--- src/rtl/iob_resp.sv ---
// iob_resp: PDS-side 68000 bus responder terminating IOB cycles with nDTACK, nVPA or nBERR.
// Define IOB_RESP_BERR_EN to time out unmapped addresses to nBERR; otherwise they take the nDTACK path.
module iob_resp #(
  parameter int unsigned WAIT_CYC = 2,
  parameter int unsigned TIMEOUT  = 200,
  parameter logic [2:0]  DT_TOP   = 3'h5,
  parameter logic [2:0]  VPA_SEL  = 3'h7
) (
  input  logic        C16M,
  input  logic        nRES,
  input  logic [23:1] A_IOB,
  input  logic        nAS_IOB,
  input  logic        nUDS_IOB,
  input  logic        nLDS_IOB,
  input  logic        nWE_IOB,
  input  logic        nVMA_IOB,
  input  logic        E,
  output logic        nDTACK,
  output logic        nVPA,
  output logic        nBERR,
  output logic        RdOE,
  output logic        WrLE,
  output logic        WrU,
  output logic        WrL
);

  localparam logic [7:0] LP_WAIT = 8'(WAIT_CYC);
`ifdef IOB_RESP_BERR_EN
  localparam logic [7:0] LP_TOUT = 8'(TIMEOUT);
`endif

  // Synchronizer order {nAS, nUDS, nLDS, nVMA, E}. nAS resets to its asserted level so a
  // cycle already in flight at reset release never looks negated and cannot set ARM.
  localparam logic [4:0] LP_SYNC_RST = 5'b01110;

  typedef enum logic [2:0] {
    S_IDLE,
    S_DECODE,
    S_WAIT,
    S_VPA,
`ifdef IOB_RESP_BERR_EN
    S_TOUT,
`endif
    S_TERM
  } state_t;

  logic [4:0] r_sync1;
  logic [4:0] r_sync2;
  logic       r_e_d;

  state_t     r_state;
  logic       r_arm;
  logic [7:0] r_cnt;
  logic       r_write;
  logic       r_vma_seen;
  logic       r_ndtack;
  logic       r_nvpa;
  logic       r_rdoe;
  logic       r_wrle;
  logic       r_wru;
  logic       r_wrl;
`ifdef IOB_RESP_BERR_EN
  logic       r_nberr;
`endif

  logic w_as;
  logic w_uds;
  logic w_lds;
  logic w_vma;
  logic w_efall;
  logic w_abort;
  logic w_unused;

  always_ff @(posedge C16M or negedge nRES) begin
    if (!nRES) begin
      r_sync1 <= LP_SYNC_RST;
      r_sync2 <= LP_SYNC_RST;
      r_e_d   <= 1'b0;
    end else begin
      r_sync1 <= {nAS_IOB, nUDS_IOB, nLDS_IOB, nVMA_IOB, E};
      r_sync2 <= r_sync1;
      r_e_d   <= r_sync2[0];
    end
  end

  assign w_as    = !r_sync2[4];
  assign w_uds   = !r_sync2[3];
  assign w_lds   = !r_sync2[2];
  assign w_vma   = !r_sync2[1];
  assign w_efall = r_e_d && !r_sync2[0];
  assign w_abort = !w_as && (r_state != S_IDLE) && (r_state != S_TERM);

  always_ff @(posedge C16M or negedge nRES) begin
    if (!nRES) begin
      r_state    <= S_IDLE;
      r_arm      <= 1'b0;
      r_cnt      <= 8'd0;
      r_write    <= 1'b0;
      r_vma_seen <= 1'b0;
      r_ndtack   <= 1'b1;
      r_nvpa     <= 1'b1;
      r_rdoe     <= 1'b0;
      r_wrle     <= 1'b0;
      r_wru      <= 1'b0;
      r_wrl      <= 1'b0;
`ifdef IOB_RESP_BERR_EN
      r_nberr    <= 1'b1;
`endif
    end else begin
      r_wrle <= 1'b0;
      r_wru  <= 1'b0;
      r_wrl  <= 1'b0;
      if (!w_as) begin
        r_arm <= 1'b1;
      end
      // Abort and normal TERM exit share the same release: every termination drops together.
      if (w_abort || ((r_state == S_TERM) && !w_as)) begin
        r_state  <= S_IDLE;
        r_ndtack <= 1'b1;
        r_nvpa   <= 1'b1;
        r_rdoe   <= 1'b0;
`ifdef IOB_RESP_BERR_EN
        r_nberr  <= 1'b1;
`endif
      end else begin
        case (r_state)
          S_IDLE: begin
            if (w_as && r_arm) begin
              r_state <= S_DECODE;
              r_rdoe  <= nWE_IOB;
            end
          end
          S_DECODE: begin
            r_write    <= !nWE_IOB;
            r_cnt      <= 8'd0;
            r_vma_seen <= 1'b0;
            if (A_IOB[23:21] <= DT_TOP) begin
              r_state <= S_WAIT;
            end else if (A_IOB[23:21] == VPA_SEL) begin
              r_state <= S_VPA;
              r_nvpa  <= 1'b0;
            end
`ifdef IOB_RESP_BERR_EN
            else begin
              r_state <= S_TOUT;
            end
`else
            else begin
              r_state <= S_WAIT;
            end
`endif
          end
          // Count stops at WAIT_CYC, so a write still waiting for a data strobe holds there.
          S_WAIT: begin
            if (r_cnt == LP_WAIT) begin
              if (!r_write || w_uds || w_lds) begin
                r_ndtack <= 1'b0;
                r_wrle   <= r_write;
                r_wru    <= r_write && w_uds;
                r_wrl    <= r_write && w_lds;
                r_state  <= S_TERM;
              end
            end else begin
              r_cnt <= r_cnt + 8'd1;
            end
          end
          S_VPA: begin
            if (w_vma) begin
              r_vma_seen <= 1'b1;
            end
            if (r_vma_seen && w_efall) begin
              r_wrle  <= r_write;
              r_wru   <= r_write && w_uds;
              r_wrl   <= r_write && w_lds;
              r_state <= S_TERM;
            end
          end
`ifdef IOB_RESP_BERR_EN
          S_TOUT: begin
            if ((r_cnt + 8'd1) == LP_TOUT) begin
              r_nberr <= 1'b0;
              r_state <= S_TERM;
            end else begin
              r_cnt <= r_cnt + 8'd1;
            end
          end
`endif
          S_TERM: begin
            r_state <= S_TERM;
          end
          default: begin
            r_state <= S_IDLE;
          end
        endcase
      end
    end
  end

  assign nDTACK = r_ndtack;
  assign nVPA   = r_nvpa;
  assign RdOE   = r_rdoe;
  assign WrLE   = r_wrle;
  assign WrU    = r_wru;
  assign WrL    = r_wrl;

`ifdef IOB_RESP_BERR_EN
  assign nBERR    = r_nberr;
  assign w_unused = &{1'b0, A_IOB[20:1]};
`else
  assign nBERR    = 1'b1;
  assign w_unused = &{1'b0, A_IOB[20:1], 8'(TIMEOUT)};
`endif

endmodule

--- config.mk ---
export PLATFORM = sky130hd
export DESIGN_NAME = iob_resp
export DESIGN_NICKNAME = d
export VERILOG_FILES = /design/src/rtl/iob_resp.sv
export SDC_FILE = /design/constraint.sdc
export NUM_CORES = 1
export LEC_CHECK = 0
export CAP_MARGIN = 20
export CORE_MARGIN = 5
export CORE_UTILIZATION = 50
export DETAILED_ROUTE_END_ITERATION = 12
export GPL_TIMING_DRIVEN = 0
export PLACE_DENSITY_LB_ADDON = 0.1
export SLEW_MARGIN = 0
export SYNTH_ARGS = -nofsm -noshare
export SYNTH_HDL_FRONTEND = slang
export SYNTH_SLANG_ARGS = --single-unit
export TNS_END_PERCENT = 1
--- constraint.sdc ---
create_clock -name C16M -period 3 [get_ports C16M]
set_input_delay 0.6 -clock C16M [delete_from_list [all_inputs] [get_ports C16M]]
set_output_delay 0.6 -clock C16M [all_outputs]
set_load 0.05 [all_outputs]
==> results of run 1 <==
==> worst paths after layout <==
check | cells past startpoint | endpoint | slack (ns) | from
worst max-delay path | 1 | nVPA | 0.71 | nVPA
worst min-delay path | 0 | r_sync2[1] | 0.36 | r_sync1[1]
worst max register to register | 5 | r_cnt[1] | 1.11 | r_cnt[0]
worst min register to register | 0 | r_sync2[1] | 0.36 | r_sync1[1]
max in group asynchronous | 2 | r_sync1[3] | 1.65 | nRES
min in group asynchronous | 1 | r_cnt[4] | 0.71 | nRES
==> state kept, by name, summed over array words and instances (netlist names) <==
| name | flops |
|---|---|
| RdOE | 1 |
| WrL | 1 |
| WrLE | 1 |
| WrU | 1 |
| nDTACK | 1 |
| nVPA | 1 |
| r_arm | 1 |
| r_cnt | 8 |
| r_e_d | 1 |
| r_state | 3 |
| r_sync1 | 5 |
| r_sync2 | 5 |
| r_vma_seen | 1 |
| r_write | 1 |
==> cell usage after synthesis, drive strengths merged, types with 2 or more instances <==
master,count
a211o,3
a21oi,5
a31oi,3
and3,3
buf,5
clkbuf,3
dfrtp,23
dfstp,8
ha,2
inv,5
nand2,8
nand2b,2
nand3,8
nand4,3
nand4bb,2
nor2,6
nor3,4
nor4,2
nor4b,2
o21ai,5
o31ai,4
or2,2
or4,3
or4b,2
==> where the power goes <==
| group | internal [mW] | leakage, nW | switching, mW |
|---|---|---|---|
| Combinational | 0.185 | 0.302 | 0.274 |
| Clock | 0.0936 | 0.0278 | 0.162 |
| Sequential | 0.483 | 0.376 | 0.0732 |
==> placed cells by master (no fill, tap or decap), drive strengths merged, types with 2 or more instances in the layout <==
cell and count:
nand4 3, clkbuf 8, a21oi 5, nor4b 2, or4b 2, nand3 8, nor4 2, o31ai 4
nand2 8, and3 3, clkinvlp 2, nor2 6, or4 3, inv 6, clkdlybuf4s50 16, dfstp 8
nand4bb 2, nand2b 2, or2 2, a211o 3, a31oi 3, dfrtp 23, buf 6, ha 2
nor3 4, o21ai 5
==> metrics by stage <==
step           hold slack (ns)  cells  worst slack (ns)  cell area, um2  utilization [%]
2_1_floorplan            0.304    133              1.42            1470                -
3_3_place_gp             0.332    180             0.792            1670             60.1
3_5_place_dp             0.347    181              1.08            1690             60.6
4_1_cts                  0.364    189             0.689            1750             62.8
5_1_grt                  0.369    189             0.647            1750             62.8
6_report                 0.362    189             0.714            1750             62.8
==> logic make-up (layout without fill, tap and decap cells) <==
logic type	after synthesis	in the layout	share of synthesized area, %
AOI/OAI and AO/OA	30	30	15.0
xor gates and xnor gates	1	1	0.595
adders and majority gates	2	2	1.70
buffers and inverters	13	38	4.33
DFF	31	31	53.4
muxes	1	1	0.680
other	1	1	0.255
and+or+nand+nor	54	54	24.1
==> metal layers <==
metal | wire, um | vias to the layer above
li1 | - | 545
met1 | 1380 | 557
met2 | 1550 | 38
met3 | 150 | 6
met4 | 67 | 0
met5 | 0 | -
==> final cells by class <==
type	instances	area, um2
multi-input cells	89	623
fillers	247	1030
flip-flops and latches	31	786
plain buffers	8	45.0
clock inverters	3	23.8
well taps	31	38.8
clock buffers	5	37.5
repair buffers	17	175
inverters	5	18.8
==> impl_table.tex, run 1 <==
\begin{tabular}{lr}
\hline
Metric & Value \\
\hline
\multicolumn{2}{l}{\textbf{Outcome}} \\
\quad Result of the run & finished clean \\
\multicolumn{2}{l}{\textbf{Synth}} \\
\quad Fraction of post-synthesis cell area in the top cell type by area & 39.1\% \\
\quad Yosys warnings & 0 \\
\quad Post-synthesis instance total & about 130 \\
\quad Post-synth design cell area & approximately 1500 um2 \\
\quad Post-synth top flop & sky130\_fd\_sc\_hd\_\_dfrtp\_1 \\
\quad Mean area per synthesized cell & around 11 um2 \\
\quad Total nets after synthesis & 166 \\
\quad Dominant cell type by area after synthesis & sky130\_fd\_sc\_hd\_\_dfrtp\_1 \\
\quad Unique cell type count in the Yosys netlist & 50 \\
\quad Cell types occupying the most area after synthesis & sky130\_fd\_sc\_hd\_\_dfrtp\_1 39\%, sky130\_fd\_sc\_hd\_\_dfstp\_2 14\%, sky130\_fd\_sc\_hd\_\_nand3\_1 2.7\% \\
\quad Share of flip-flops with an asynchronous set or reset & between 90\% and 100\% \\
\quad Sequential element share of the synthesized area & between 50\% and 60\% \\
\quad Number of synthesized register bits & 31 \\
\quad Count of flip-flops with a built-in enable after synthesis & 0 \\
\multicolumn{2}{l}{\textbf{STA}} \\
\quad Clock Skew & around 0.0027 ns \\
\quad Slew Viols, Final & 0 \\
\quad Summed negative setup slack over all endpoints & 0 ns \\
\quad Maximum operating frequency & around 440 MHz \\
\quad Worst slew margin & $\sim$47\% \\
\quad Final clock period utilization by the worst path & between 70\% and 80\% \\
\quad Setup repair after global routing missed its margin & false \\
\quad Transition at the pin with the smallest max-transition slack & a little under 0.8 ns \\
\quad Fin crit period & roughly 2.3 ns \\
\quad Setup violators final & 0 \\
\quad Final Hold Viols & 0 \\
\multicolumn{2}{l}{\textbf{Flow run}} \\
\quad Number of maximum-capacitance constraint violations & 0 \\
\multicolumn{2}{l}{\textbf{Placement}} \\
\quad Global placer's final weighted congestion & between 0.8 and 0.9 \\
\quad Number of I/O port buffers & 16 \\
\quad HPWL after DPL & 2.23 mm \\
\multicolumn{2}{l}{\textbf{Critical path}} \\
\quad Largest stage delay on the critical path & around 0.80 ns \\
\quad Bufs and invs on worst path & 1 \\
\quad Critical Path Source Type & register \\
\quad Worst EP required & between 2 and 2.5 ns \\
\quad CP Max Fanout & 3 \\
\quad Endpoint type of the worst setup path & output pin \\
\quad Delay-heaviest family, CP & buffers and inverters \\
\quad Cell with the largest stage delay on the worst path & sky130\_fd\_sc\_hd\_\_clkdlybuf4s50\_1 \\
\quad Cells traversed along the worst timing path & clkdlybuf4s50\_1 \\
\quad Kind of critical path & reg -> out \\
\quad Arr. time, crit path & between 1.5 and 2 ns \\
\multicolumn{2}{l}{\textbf{Routing}} \\
\quad Detailed Route WL & 3.14 mm \\
\quad Final routed DRC violation total & 0 \\
\quad Post-DR wirelength/cell & approximately 17 um \\
\quad Vias per cell & around 6 \\
\quad Number of nets with antenna violations after detailed routing & 0 \\
\quad Total number of vias & 1146 \\
\quad Pre-Repair DR Iteration Count & 4 \\
\quad Iteration-0 DRC Markers & 80 \\
\multicolumn{2}{l}{\textbf{Power and ir drop}} \\
\quad Power density over cell area & slightly above 700 nW/um2 \\
\quad IR drop worst, VDD & 571 uV \\
\quad Post-layout total power & $\sim$1.3 mW \\
\quad Reported leakage power & between 0.7 and 0.8 nW \\
\multicolumn{2}{l}{\textbf{Global routing}} \\
\quad Met3 demand-to-capacity share in global routing & about 6.3\% \\
\quad Vias in the first global route & 1266 \\
\quad Global-route wire length before repair & roughly 5.8 mm \\
\quad Global routing usage on met1 & between 20\% and 30\% \\
\quad Overflow after GRT & 0 \\
\quad Layer with the highest usage after global routing & met2 \\
\quad Initial antenna violation count & 0 \\
\quad Total GRT Usage & around 18\% \\
\quad Pin count of the biggest net entering global routing & 18 \\
\quad Met2 GRT Util & 26.1\% \\
\multicolumn{2}{l}{\textbf{Die}} \\
\quad Total Die Area & slightly above 4000 um2 \\
\quad Die width & 64.3 um \\
\quad Area of the core & around 2800 um2 \\
\quad Die height & $\sim$64 um \\
\quad Count of boundary I/O pins & 38 \\
\quad Starting density of the core & a little over half \\
\quad FP Rows & 19 \\
\multicolumn{2}{l}{\textbf{Layout}} \\
\quad Number of nets in the final layout & 190 \\
\quad Share of final-layout standard cells stronger than drive strength 1 & 17.7\% \\
\quad Antenna diode instance count & 0 \\
\quad Area Growth Syn to Fin & 18.7\% \\
\multicolumn{2}{l}{\textbf{CTS}} \\
\quad H-tree Lvls & 2 \\
\quad Post-CTS Hold Fix Bufs & 0 \\
\quad TritonCTS clock tree & done \\
\quad Root buffer cell & sky130\_fd\_sc\_hd\_\_clkbuf\_4 \\
\quad Clock-pin slew reported for the worst setup and hold paths after clock tree synthesis & 0.11 ns \\
\quad Cts bufs inserted & 5 \\
\quad Post CTS Setup Buffer Count & 0 \\
\quad Largest buffer count on any clock path & 2 \\
\quad Number of gates resized after cts & 0 \\
\quad Clock insertion delay at the later pin of the skew report & about 0.34 ns \\
\quad Clock Sinks & 31 \\
\multicolumn{2}{l}{\textbf{Min path}} \\
\quad Class of the tightest hold or removal check & reg -> reg \\
\hline
\end{tabular}
Power figures use the tool's default switching activity.
==> run 2, diff against run 1 <==
CORE_UTILIZATION = 43   (was 50)
clock period = 1.9 ns   (was 3 ns; I/O delays follow)
==> run 2 against run 1 <==
  * Sequential share of layout area shrank 1.5 points
  * Cell area rose by 3.4%
  * Wire length is 6.3% lower
  * Utilization is 8.7 points lower
  * Largest power group unchanged
  * Via count shrank 1.2%
  * Highest routed layer unchanged
==> impl_table.tex, run 2 (same netlist as run 1, synthesis figures left out) <==
\begin{tabular}{lr}
\hline
Metric & Value \\
\hline
\multicolumn{2}{l}{\textbf{Outcome}} \\
\quad Result of the run & finished clean \\
\multicolumn{2}{l}{\textbf{STA}} \\
\quad Worst slew margin & 55.1\% (+8.0 points) \\
\quad Slew Viols, Final & 0 (unchanged) \\
\quad Final Hold Viols & 0 (unchanged) \\
\quad Setup ws final & 0.0520 ns (-0.662 ns) \\
\quad Maximum operating frequency & roughly 540 MHz \\
\quad Setup repair after global routing missed its margin & false \\
\quad Fin crit period & 1.85 ns \\
\quad Setup violators final & 0 (unchanged) \\
\quad Final clock period utilization by the worst path & a little over nine tenths \\
\quad Summed negative setup slack over all endpoints & 0 ns (unchanged) \\
\quad Clock Skew & 0.0105 ns (+0.00782 ns) \\
\quad Transition at the pin with the smallest max-transition slack & 0.667 ns (-0.124 ns) \\
\multicolumn{2}{l}{\textbf{Layout}} \\
\quad Share of final-layout standard cells stronger than drive strength 1 & 18.2\% (+0.52 points) \\
\quad Antenna diode instance count & 0 (unchanged) \\
\quad Registers with the most flip-flops & r\_cnt x8, r\_sync1 x5, r\_sync2 x5 \\
\quad Most frequent cells in the layout & 23 x sky130\_fd\_sc\_hd\_\_dfrtp\_1, 13 x sky130\_fd\_sc\_hd\_\_clkdlybuf4s50\_1, 8 x sky130\_fd\_sc\_hd\_\_nand3\_1, 8 x sky130\_fd\_sc\_hd\_\_nand2\_1, 8 x sky130\_fd\_sc\_hd\_\_dfstp\_2 \\
\quad Largest register by flop count & r\_cnt \\
\quad Number of nets in the final layout & 191 (+0.53\%) \\
\quad Area Growth Syn to Fin & 22.8\% \\
\quad Post-Layout Cell Count & 205 (+8.5\%) \\
\quad Flip-flop count of the largest register, all copies and words added & 8 (unchanged) \\
\quad Final design area excluding fillers & 1810 um2 (+3.4\%) \\
\quad Most frequent standard cell in the layout excluding fill and tap cells & sky130\_fd\_sc\_hd\_\_dfrtp\_1 \\
\multicolumn{2}{l}{\textbf{Critical path}} \\
\quad Arr. time, crit path & 1.47 ns (-0.22 ns) \\
\quad CP Max Fanout & 1 (-2) \\
\quad Bufs and invs on worst path & 1 (unchanged) \\
\quad Endpoint type of the worst setup path & output pin \\
\quad Cell with the largest stage delay on the worst path & sky130\_fd\_sc\_hd\_\_clkdlybuf4s50\_1 \\
\quad Worst reg2reg setup slack & 0.22 ns (-0.89 ns) \\
\quad Critical Path Source Type & register \\
\quad Cells traversed along the worst timing path & clkdlybuf4s50\_1 \\
\quad Worst EP required & 1.52 ns (-0.88 ns) \\
\quad Delay-heaviest family, CP & buffers and inverters \\
\quad Kind of critical path & reg -> out \\
\quad Largest stage delay on the critical path & 0.80 ns (about the same) \\
\multicolumn{2}{l}{\textbf{CTS}} \\
\quad Clock-pin slew reported for the worst setup and hold paths after clock tree synthesis & 0.10 ns (about the same) \\
\quad Cts bufs inserted & 5 (unchanged) \\
\quad H-tree Lvls & 2 (unchanged) \\
\quad Root buffer cell & sky130\_fd\_sc\_hd\_\_clkbuf\_4 \\
\quad Largest buffer count on any clock path & 2 (unchanged) \\
\quad TritonCTS clock tree & done \\
\quad Clock insertion delay at the later pin of the skew report & 0.33 ns (about the same) \\
\quad Clock Sinks & 31 (unchanged) \\
\quad Post-CTS Hold Fix Bufs & 0 (unchanged) \\
\multicolumn{2}{l}{\textbf{Die}} \\
\quad Die width & 68.5 um (+6.6\%) \\
\quad Area of the core & 3340 um2 (+20\%) \\
\quad Total Die Area & 4690 um2 (+14\%) \\
\quad Starting density of the core & 44.1\% (-8.8 points) \\
\quad FP Rows & 21 (+2) \\
\quad Die height & 68.5 um (+6.6\%) \\
\quad Count of boundary I/O pins & 38 (unchanged) \\
\multicolumn{2}{l}{\textbf{Power and ir drop}} \\
\quad Reported leakage power & 0.736 nW (+4.3\%) \\
\quad IR drop worst, VDD & 529 uV (-7.4\%) \\
\quad Post-layout total power & 2.13 mW (+67\%) \\
\quad Power density over cell area & 1180 nW/um2 (+62\%) \\
\multicolumn{2}{l}{\textbf{Global routing}} \\
\quad Vias in the first global route & 1089 (-14\%) \\
\quad Pin count of the biggest net entering global routing & 22 (+4) \\
\quad Overflow after GRT & 0 (unchanged) \\
\quad Global-route wire length before repair & 5.08 mm (-12\%) \\
\quad Initial antenna violation count & 0 (unchanged) \\
\quad Total GRT Usage & 14.6\% (-3.3 points) \\
\multicolumn{2}{l}{\textbf{Placement}} \\
\quad Number of placed instances with taps included & 196 (+8.3\%) \\
\quad Number of I/O port buffers & 16 (unchanged) \\
\quad Post-place setup slack & 0.128 ns (-0.954 ns) \\
\quad HPWL after DPL & 2.18 mm (-2.3\%) \\
\quad Placed Instance Area & 1720 um2 (+1.9\%) \\
\quad Global placer's final weighted congestion & 0.827 (+1.4\%) \\
\multicolumn{2}{l}{\textbf{Routing}} \\
\quad Total number of vias & 1132 (-1.2\%) \\
\quad Pre-Repair DR Iteration Count & 4 (unchanged) \\
\quad Detailed Route WL & 2.95 mm (-6.3\%) \\
\quad Number of nets with antenna violations after detailed routing & 0 (unchanged) \\
\quad Post-DR wirelength/cell & 14.4 um (-14\%) \\
\quad Vias per cell & 5.52 (-8.9\%) \\
\quad Iteration-0 DRC Markers & 76 (-5.0\%) \\
\quad Final routed DRC violation total & 0 (unchanged) \\
\multicolumn{2}{l}{\textbf{Flow run}} \\
\quad Number of maximum-capacitance constraint violations & 0 (unchanged) \\
\multicolumn{2}{l}{\textbf{Min path}} \\
\quad Class of the tightest hold or removal check & reg -> reg \\
\hline
\end{tabular}
==> run 2: cell types whose count changed in the layout (fill, tap and decap cells not counted), sizes merged <==
cell / previous run / this run
clkinvlp: 2 / 0
buf: 6 / 7
inv: 6 / 5
bufinv: 0 / 1
clkdlybuf4s50: 16 / 13
clkinv: 0 / 1
dlygate4sd2: 0 / 3
clkbuf: 8 / 9
==> run 2: metrics by stage <==
step	util, %	hold WS (ns)
floorplan	-	0.0844
global placement	50.7	0.334
detailed placement	51.5	0.337
CTS	54.0	0.359
global route	54.2	0.364
finish	54.2	0.356
==> run 2: per-layer routing <==
| metal | GRT usage [%] | wire, um | up-vias |
|---|---|---|---|
| met1 | 18.9 | 1400 | 553 |
| met3 | 3.57 | 141 | 5 |
| li1 | - | - | 550 |
| met5 | 0 | 0 | - |
| met4 | 6.70 | 42 | 0 |
| met2 | 22.9 | 1360 | 24 |
==> run 2: final cells by class <==
class | instances | area (um2)
repair buffers | 18 | 191
clock buffers | 6 | 51.3
well taps | 46 | 57.6
multi-input cells | 89 | 623
inverters | 5 | 18.8
fillers | 294 | 1530
flip-flops and latches | 31 | 786
plain buffers | 8 | 45.0
clock inverters | 2 | 35.0
==> run 2: power by group <==
group	internal, mW	total, mW	switching (mW)
combinational	0.292	0.712	0.420
sequential	0.763	0.878	0.115
clock	0.311	0.537	0.226
total	1.37	2.13	0.762
==> run 2: final timing paths <==
kind                            start         end  cells after the start
setup / recovery                  WrU         WrU                      1
max in group asynchronous        nRES  r_sync2[1]                      2
setup reg to reg             r_cnt[0]    r_cnt[1]                      5
hold reg to reg            r_sync1[4]  r_sync2[4]                      0
min in group asynchronous        nRES    r_cnt[2]                      1
hold / removal             r_sync1[4]  r_sync2[4]                      0
==> run 2: timing repair <==
action                                  CTS  global route
hold endpoints to repair                  0             0
endpoints found under the setup margin    3             1
buffers inserted                          0             1
gates resized for setup                   3             0
